`config.mk`:
```
export PLATFORM = sky130hd
export DESIGN_NAME = fetch_sequencer
export DESIGN_NICKNAME = d
export VERILOG_FILES = /design/src/rtl/fetch_sequencer.sv
export SDC_FILE = /design/constraint.sdc
export NUM_CORES = 1
export LEC_CHECK = 0
export ABC_AREA = 1
export CORE_MARGIN = 5
export CORE_UTILIZATION = 47
export CTS_CLUSTER_DIAMETER = 80
export CTS_CLUSTER_SIZE = 16
export DETAILED_ROUTE_END_ITERATION = 12
export PLACE_DENSITY_LB_ADDON = 0.05
export SKIP_LAST_GASP = 1
export SYNTH_ARGS = -nofsm -noshare
export SYNTH_HDL_FRONTEND = slang
export SYNTH_SLANG_ARGS = --single-unit
```
`constraint.sdc`:
```
create_clock -name clk -period 3.8 [get_ports clk]
set_input_delay 0.57 -clock clk [delete_from_list [all_inputs] [get_ports clk]]
set_output_delay 0.57 -clock clk [all_outputs]
set_load 0.01 [all_outputs]
```
`src/rtl/fetch_sequencer.sv`:
```
// Instruction-fetch controller: owns the PC, keeps at most one imem request in
// flight, presents fetched words to decode and squashes fetches made stale by redirects.
module fetch_sequencer #(
    parameter logic [31:0] RESET_PC = 32'h0100_0000
) (
    input  logic        clk,
    input  logic        rst,
    output logic        imem_req_valid,
    output logic [31:0] imem_req_addr,
    input  logic        imem_req_ready,
    input  logic        imem_rsp_valid,
    input  logic [31:0] imem_rsp_data,
    input  logic        redirect,
    input  logic [31:0] redirect_pc,
    input  logic [31:0] redirect_offset,
    output logic        if_valid,
    output logic [31:0] if_instr,
    output logic [31:0] if_pc,
    input  logic        if_ready,
    output logic [31:0] pc
);

    localparam logic [31:0] PC_INIT = {RESET_PC[31:2], 2'b00};

    localparam logic [1:0] IDLE = 2'd0;
    localparam logic [1:0] REQ  = 2'd1;
    localparam logic [1:0] WAIT = 2'd2;
    localparam logic [1:0] OUT  = 2'd3;

    logic [1:0]  state;
    logic        drop;
    logic [31:0] target;
    logic        unused_offset_lsbs;

    // Offset low bits carry no meaning for word-aligned targets.
    assign target             = redirect_pc + {redirect_offset[31:2], 2'b00};
    assign unused_offset_lsbs = ^redirect_offset[1:0];
    assign imem_req_addr      = pc;

    always_ff @(posedge clk or posedge rst) begin
        if (rst) begin
            state          <= IDLE;
            pc             <= PC_INIT;
            drop           <= 1'b0;
            imem_req_valid <= 1'b0;
            if_valid       <= 1'b0;
            if_instr       <= 32'd0;
            if_pc          <= 32'd0;
        end else begin
            case (state)
                IDLE: begin
                    state          <= REQ;
                    imem_req_valid <= 1'b1;
                    if (redirect)
                        pc <= target;
                end
                REQ: begin
                    // Before acceptance the address may simply move to the target;
                    // once accepted the outgoing fetch is already stale and must be dropped.
                    if (redirect)
                        pc <= target;
                    if (imem_req_ready) begin
                        state          <= WAIT;
                        imem_req_valid <= 1'b0;
                        if (redirect)
                            drop <= 1'b1;
                    end
                end
                WAIT: begin
                    if (imem_rsp_valid) begin
                        if (!drop && !redirect) begin
                            if_instr <= imem_rsp_data;
                            if_pc    <= pc;
                            if_valid <= 1'b1;
                            pc       <= pc + 32'd4;
                            state    <= OUT;
                        end else begin
                            drop           <= 1'b0;
                            state          <= REQ;
                            imem_req_valid <= 1'b1;
                            if (redirect)
                                pc <= target;
                        end
                    end else if (redirect) begin
                        pc   <= target;
                        drop <= 1'b1;
                    end
                end
                OUT: begin
                    // A redirect squashes the presented word even if decode takes it.
                    if (redirect) begin
                        if_valid       <= 1'b0;
                        pc             <= target;
                        state          <= REQ;
                        imem_req_valid <= 1'b1;
                    end else if (if_ready) begin
                        if_valid       <= 1'b0;
                        state          <= REQ;
                        imem_req_valid <= 1'b1;
                    end
                end
                default: begin
                    state          <= IDLE;
                    imem_req_valid <= 1'b0;
                end
            endcase
        end
    end

endmodule

```
# --- After elaboration in Yosys (flattened, before gate mapping) ---
# Index checks and enable logic that the tools add are counted.
op_classes:
  addsub: 2
  reduce_logical: 12
  muxes: 26
  n_eq_ne: 9
op_table:
  columns: ["operator", "count"]
  rows:
  - ["2-to-1 mux 32 bit", 3]
  - ["case mux 32 bit (2 select lines)", 1]
  - ["adder 32 x 3 -> 32 bit (second input constant)", 1]
  - ["adder 32 bit", 1]
  - ["2-to-1 mux 1 bit", 13]
  - ["2-to-1 mux 2 bit", 5]
  - ["AND reduction 3 bit", 3]
  - ["inequality test 2 bit (second input constant)", 4]
  - ["case mux 2 bit (4 select lines)", 1]
  - ["AND reduction 4 bit", 2]
  - ["inequality test 3 bit (second input constant)", 2]
  - ["equality test 2 bit (second input constant)", 2]
  - ["case mux 1 bit (2 select lines)", 2]
  - ["case mux 1 bit (4 select lines)", 1]
  - ["nonzero test 2 bit", 2]
  - ["OR reduction 3 bit", 1]
  - ["equality test 2 x 1 -> 1 bit (second input constant)", 1]
  - ["zero test 1 bit", 2]
  - ["zero test 2 bit", 1]
  - ["logical AND 1 bit", 1]
totals:
  elab_cells: 56
  in_bits: 102
  register_bits: 101
  output_inout_bits: 130

# --- Depth between registers and ports, before layout ---
# Gate-level depths: netlist of the first run.
depth:
  depth_word: 5
  ltp_mapped: 14
  mapped_depth_nobuf: 14

# --- Worst setup path before layout of the first run ---
# No wires, ideal clock.
synth_path:
  path_type: "input port to flip-flop"
  startpoint: "input port redirect_pc[2]"
  endpoint: "register pc[18], in the netlist imem_req_addr[18]"
  path_buffers: 0
  setup_time_ns: 0.123
  path_stages: 11
  slack_ns: 1.693
  t_required_ns: 3.677
  t_arrival_ns: 1.984
  path_cell_list: "ha_1 -> fa_1 -> nand3_1 -> nand3_1 -> nand2_1 -> nand2_1 -> nand2_1 -> nand2_1 -> xor2_1 -> o21ai_0 -> nand2_1"
synth_between:
  elab_chain_len: 5
synth_rtl:
  columns: ["item", "line_no", "rtl"]
  rows:
  - ["start, declared", "14", "input logic [31:0] redirect_pc,"]
  - ["adder 32 bit (*)", "36", "assign target = redirect_pc + {redirect_offset[31:2], 2'b00};"]
  - ["2-to-1 mux 32 bit (*)", null, null]
  - ["2-to-1 mux 32 bit", "71", "if (!drop && !redirect) begin"]
  - ["2-to-1 mux 32 bit", "70", "if (imem_rsp_valid) begin"]
  - ["case mux 32 bit (2 select lines) (*)", "50", "case (state)"]
  - ["end signal, assigned", "55", "pc <= target;"]
  - ["end signal, assigned", "61", "pc <= target;"]
  - ["end signal, assigned", "82", "pc <= target;"]
  - ["end, declared", "20", "output logic [31:0] pc"]
# Every way passes the cells marked *; elsewhere a longest branch is shown, timed or not.
# A chain may end at the register's enable or synchronous reset.

# --- Final worst setup path of the first run ---
layout_path:
  startpoint: "input port redirect_pc[2]"
  endpoint: "register pc[14], in the netlist imem_req_addr[14]"
# Same word-level chain as after synthesis.

==> run metrics, run 1 <==
worst setup path class=input port to register; DRT Pass-1 Iters=5; ANT nets after route=0; relative slew slack=roughly two fifths; setup repair after global routing missed its margin=no; Fmax=about 400 MHz; Avg Synthesized Cell Area=roughly 7.1 um^2; # fillers=around 1400; row cnt=45; area delta synth->final=35.5%; CP Launch Type=input port; Ys Warns=0; Root Driver=clkbuf_16; Async S/R FF share, synth=100%; Reg2Reg Depth=5; crit path cell chain=clkdlybuf4s50_1 > ha_1 > fa_1 > nand3_1 > nand3_1 > nand3_1 > nand3b_1 > xor2_1 > o21ai_0 > nand2_1; sequential cell area fraction in the yosys report=35.1%; reg2reg start=state[0]; delay-heaviest family, CP=adder cells; total congestion overflow=0; fin crit period=about 2.4 ns; post-synthesis cell area=slightly above 7000 um^2; die width=roughly 130 um; Ports=about 230; Worst VDD drop=~0.00022 V; Worst Hold Slack=~0.48 ns; leakage power=around 0.0048 uW; Hold-fix buffers, CTS=0; Final #Nets=between 1000 and 1500; TritonCTS buffer count=9; setup violators final=0; pin count of the biggest net entering global routing=93; post-CTS setup buffer count=0; share of the synthesized area in the top cell type=a little over a third; Vias/cell=about 5; die footprint=approximately 18000 um^2; reg-to-reg critical path endpoint=if_instr[28]; area leader, netlist=dfrtp_1; top_reg_cell synth=dfrtp_1; number of max-cap violations=0; Remaining DRCs=0; HP Class=register to register; status=finished clean; share of layout cells above drive strength 1=6.71%; number of synthesized flops with an enable pin=0; CP arrival=about 2.7 ns; worst slew pin tran=roughly 0.93 ns; initial antenna violation count=0; Setup crit end kind=register; Final period util=between 60% and 70%; R2R Setup Slk=between 1.5 and 2 ns; hpwl dp=between 15000 and 20000 um; Placer Congestion=approximately 0.88; Slew Viols, Final=0; worst hold start=if_pc[17]; TritonCTS clock tree=yes; area of the core=around 15000 um^2; final hold violation count=0; Netlist cell types=40; number of placed cells counting well taps=1380; cts repair resizes=0; chip height=134 um; Initial DRC Count=about 300; WHS Endpoint=if_pc[17]; flops & latches, synth=roughly 100; clock sink count=just over 100; Clock Latency Late Sink=~0.35 ns; crit-path max cell delay=roughly 0.43 ns; Hold Path Depth=2; Layout Skew=0.0105 ns; most frequent CP cell=nand3_1; Layout Cells excl Fill=around 1400; vias in the first global route=6608; average wire per cell in the routed design=about 14 um; IO buf count=between 200 and 250; diodes inserted=0; CTS Buffer Depth=2; crit path max fanout=4; first-pass GRT wire length=32400 um; worst path buffer plus inverter count=1; Worst EP required=between 4 and 5 ns; Cells after Synth=~1000; CTS H-tree lvls=3; pwr dens=between 500 and 600 nW/um^2; Slowest cell on crit path=fa_1; Reg clk slew, reported paths=0.07 ns; Mapped Nets=around 1100; top post-synthesis cells by area=dfrtp_1, nand2_1, inv_1; final wirelength=about 20000 um; TNS Setup=0 ns; Starting Density=47.7%; DR vias=6983; Total GRT Usage=between 20% and 30%
## metrics by stage
step | util [%] | power (uW) | setup slack (ns) | area (um^2)
after detailed placement | 62.7 | 4050 | 1.03 | 9460
after CTS | 64.6 | 4970 | 1.37 | 9750
final | 64.6 | 4920 | 1.36 | 9750
after global placement | 62.7 | 3990 | 1.04 | 9460
after global routing | 64.6 | 5240 | 1.21 | 9750
after floorplan | - | 2850 | 0.585 | 7200
## how the worst max path moves through the flow
stage                              start                end  slack, ns  depth (start not counted)
after CTS                 redirect_pc[2]  imem_req_addr[14]       1.37                         10
final                     redirect_pc[2]  imem_req_addr[14]       1.36                         10
after detailed placement  redirect_pc[2]  imem_req_addr[14]       1.03                         10
after global placement    redirect_pc[2]  imem_req_addr[30]       1.04                         13
after floorplan                      rst               drop       0.58                          1
after global routing      redirect_pc[2]  imem_req_addr[14]       1.21                         10
## synth_stat cells (2+ instances only)
master	number
nor2_4	3
mux2_2	34
clkbuf_1	12
o21ai_0	61
xor2_1	21
inv_2	5
buf_2	9
nand3b_1	3
nor3_2	6
nand2_4	2
dfrtp_1	100
nor3_1	11
nor2_2	3
nand2_1	294
a21oi_1	64
o21ai_1	6
and2_1	3
o211ai_1	2
nand3_1	61
nor2_1	73
ha_1	34
o21bai_1	2
o31ai_1	2
buf_4	32
inv_1	140
nand4_1	12
## cells by family after synthesis
logic type / count (synthesis) / synth area share (%)
AOI/OAI and AO/OA: 140 / 10.0
xor gates and xnor gates: 22 / 2.68
adders and majority gates: 35 / 6.19
buffers and inverters: 199 / 12.2
DFF: 101 / 35.1
muxes: 34 / 5.32
and+or+nand+nor: 478 / 28.4
## cells in the final DEF (no fill, tap or decap), types with 2 or more instances in the layout
| cell | count |
|---|---|
| nand3_1 | 60 |
| nor2_2 | 3 |
| o21bai_1 | 2 |
| xor2_1 | 21 |
| nor2_4 | 3 |
| mux2_2 | 34 |
| nor3_1 | 11 |
| clkdlybuf4s50_1 | 229 |
| inv_6 | 2 |
| ha_1 | 34 |
| inv_1 | 139 |
| inv_2 | 5 |
| a21oi_1 | 64 |
| nand4_1 | 12 |
| o21ai_0 | 61 |
| o31ai_1 | 2 |
| nand3b_1 | 3 |
| nor2_1 | 73 |
| nand2_1 | 294 |
| nor3_2 | 6 |
| clkinv_2 | 2 |
| buf_4 | 7 |
| and2_1 | 3 |
| nand2_4 | 2 |
| o21ai_1 | 6 |
| o211ai_1 | 2 |
| dfrtp_1 | 100 |
| clkbuf_16 | 9 |
| clkbuf_1 | 2 |
## state kept, by name, summed over array words and instances (netlist names)
signal          cells
if_instr           32
if_pc              32
imem_req_addr      32
state               2
drop                1
if_valid            1
imem_req_valid      1
## layer usage
layer | track usage, % | up-vias | wire length [um]
met2 | 37.8 | 208 | 9500
met3 | 2.38 | 23 | 1190
met4 | 6.80 | 0 | 281
met1 | 29.5 | 3163 | 8930
li1 | - | 3589 | -
met5 | 0 | - | 0
## power breakdown
part           total, uW  internal (uW)  switching [uW]
sequential          1750           1460             289
combinational       2260           1230            1030
clock                915            514             401
total               4920           3200            1720
## area by class of cell
type	instances	area, um^2	area share, %
flip-flops and latches	101	2530	25.9
multi-input cells	709	3800	39.0
inverters	146	551	5.64
clock buffers	11	233	2.39
well taps	188	235	2.41
clock inverters	5	57.6	0.590
repair buffers	236	2340	24.0
## worst min-delay path, stage by stage, from the launching register on
cell and delay (ns):
dfrtp_1 0.34, nand2_1 0.05, o21ai_0 0.06
Note: power is estimated with default switching activity, not from simulation.
==> run 2, diff against run 1 <==
Clock period 3.8 ns to 2.45 ns, I/O delays scaled along.
==> run 2 against run 1 <==
  * Cell count grew 0.86%
  * Critical path depth grew 3
  * Core utilization grew 1.1 points
  * Die area is the same
  * Register-to-register slack lost 1.1 ns
  * Worst hold slack lost 0.11 ns
  * Cell area grew 1.7%
  * Clock-buffer cell count shrank 1
  * Worst setup slack lost 0.99 ns
  * Clock power grew 67%
  * Global-route usage grew 0.21 points
  * Combinational power grew 56%
==> run metrics, run 2 (synthesis gave the netlist of run 1 again) <==
status=finished clean; worst slew pin tran=roughly 0.55 ns; Int Power=5090 uW; setup violators final=0; share of layout cells above drive strength 1=7.70%; Slowest cell on crit path=clkdlybuf4s50_1; worst setup path class=input port to register; TritonCTS clock tree=yes; Setup crit start=redirect_pc[2]; PnR worst setup slack=approximately 0.37 ns; Worst path depth=13; crit-path max cell delay=0.40 ns; CP Capture Point=imem_req_addr[30]; Remaining DRCs=0; initial antenna violation count=0; worst path buffer plus inverter count=1; total congestion overflow=0; most frequent CP cell=nand2_1; Comb pwr share=a little under half; TNS Setup=0 ns; number of placed cells counting well taps=around 1400; CTS Buffer Depth=2; relative slew slack=approximately 63%; pwr dens=between 700 and 800 nW/um^2; chip height=roughly 130 um; Slew Viols, Final=0; commonest non-fill, non-tap cell in the layout=nand2_1; Layout Cells excl Fill=approximately 1400; Placer Congestion=0.877; post-CTS setup buffer count=0; Final period util=a little over four fifths; ANT nets after route=0; # fillers=about 1400; Layout Skew=roughly 0.0083 ns; DR vias=just over 7000; Vias/cell=~5.0; number of max-cap violations=0; TritonCTS buffer count=9; crit path cell chain=clkdlybuf4s50_1 > ha_1 > fa_1 > nand3_1 > nand3_1 > nand3_1 > nand3b_1 > nand2_1 > nand2_1 > nand2_1 > nand3_1 > nand2_1 > nand2_1; Worst VDD drop=roughly 0.00035 V; Worst Hold Slack=approximately 0.37 ns; average wire per cell in the routed design=approximately 14 um; area delta synth->final=37.9%; Sequential Power Share=approximately a third; Final #Nets=around 1400; Root Driver=clkbuf_16; delay-heaviest family, CP=simple AND/OR/NAND/NOR gates; clock share of power=about a fifth; pre-CTS setup slack=0.0205 ns; met3 Use GR=under 10%; crit path max fanout=4; Initial DRC Count=around 470; GR peak layer=met2; diodes inserted=0; P_sw=2680 uW; CTS H-tree lvls=3; most frequent cells in the layout=nand2_1, clkdlybuf4s50_1, inv_1; reg-to-reg critical path endpoint=imem_req_addr[16]; Worst EP required=~2.7 ns; die width=approximately 130 um; cts repair resizes=0; area of the core=15100 um^2; met1 Usage GRT=30.3%; row cnt=45; reg2reg start=imem_req_addr[3]; IO buf count=229; CP Launch Type=input port; Hold-fix buffers, CTS=0; Total GRT Usage=22.3%; Sw Ratio=approximately a third; Setup crit end kind=register; HP Class=input port to asynchronous set/reset pin; met2 Use GR=between 30% and 40%; Starting Density=between 40% and 50%; final wirelength=20100 um; pin count of the biggest net entering global routing=between 60 and 70; Ports=232; final hold violation count=0; setup repair after global routing missed its margin=no; vias in the first global route=6620; hpwl dp=about 16000 um; R2R Setup Slk=0.50 ns; fin crit period=around 2.1 ns; die footprint=approximately 18000 um^2; Reg clk slew, reported paths=around 0.07 ns; leakage power=between 0.004 and 0.005 uW; DRT Pass-1 Iters=5; first-pass GRT wire length=~33000 um; CP arrival=roughly 2.3 ns; Fmax=between 400 and 500 MHz; Clock Latency Late Sink=about 0.35 ns; clock sink count=between 100 and 150; Reg2Reg Depth=9
==> run 2: worst register-to-register path, stage by stage, from the launching register on <==
cell     delay [ns]
dfrtp_1        0.46
ha_1           0.22
nand2_1        0.11
nor3_2         0.29
nand2_1        0.13
nor3_2         0.24
nand2_1        0.12
o21ai_1        0.14
nand3_1        0.11
nand2_1        0.08
==> run 2: stage by stage <==
step           instance area [um^2]  power, uW  util (%)
6_report                       9920       7770      65.8
4_1_cts                        9920       7840      65.8
3_3_place_gp                   9610       6230      63.7
5_1_grt                        9920       8270      65.8
3_5_place_dp                   9610       6300      63.7
2_1_floorplan                  7200       4430         -
==> run 2: worst min-delay path by stage <==
stage,startpoint,slack [ns],endpoint
after CTS,rst,0.38,if_instr[26]
after detailed placement,if_pc[18],0.47,if_pc[18]
final,rst,0.37,if_pc[21]
after global routing,rst,0.40,if_instr[26]
after global placement,if_pc[15],0.46,if_pc[15]
after floorplan,redirect_pc[0],0.49,imem_req_addr[0]
==> run 2: layer usage <==
metal  wire length (um)  part of all wire [%]
met2               9430                    47
met5                  0                     0
met3               1330                   6.6
met1               9140                    45
met4                233                   1.2
==> run 2: final cells by class <==
type                    instances  area, um^2  area share [%]
clock inverters                 5        82.6           0.832
repair buffers                249        2490            25.1
clock buffers                  10         229            2.31
well taps                     188         235            2.37
multi-input cells             709        3800            38.3
inverters                     146         552            5.56
flip-flops and latches        101        2530            25.5
==> run 2: power groups by stage <==
stage	clock network, uW	logic (uW)	registers [uW]
floorplan	0	1480	2950
global placement	0	3520	2720
detailed placement	0	3560	2750
CTS	1560	3570	2720
global route	1620	3840	2800
finish	1530	3530	2710
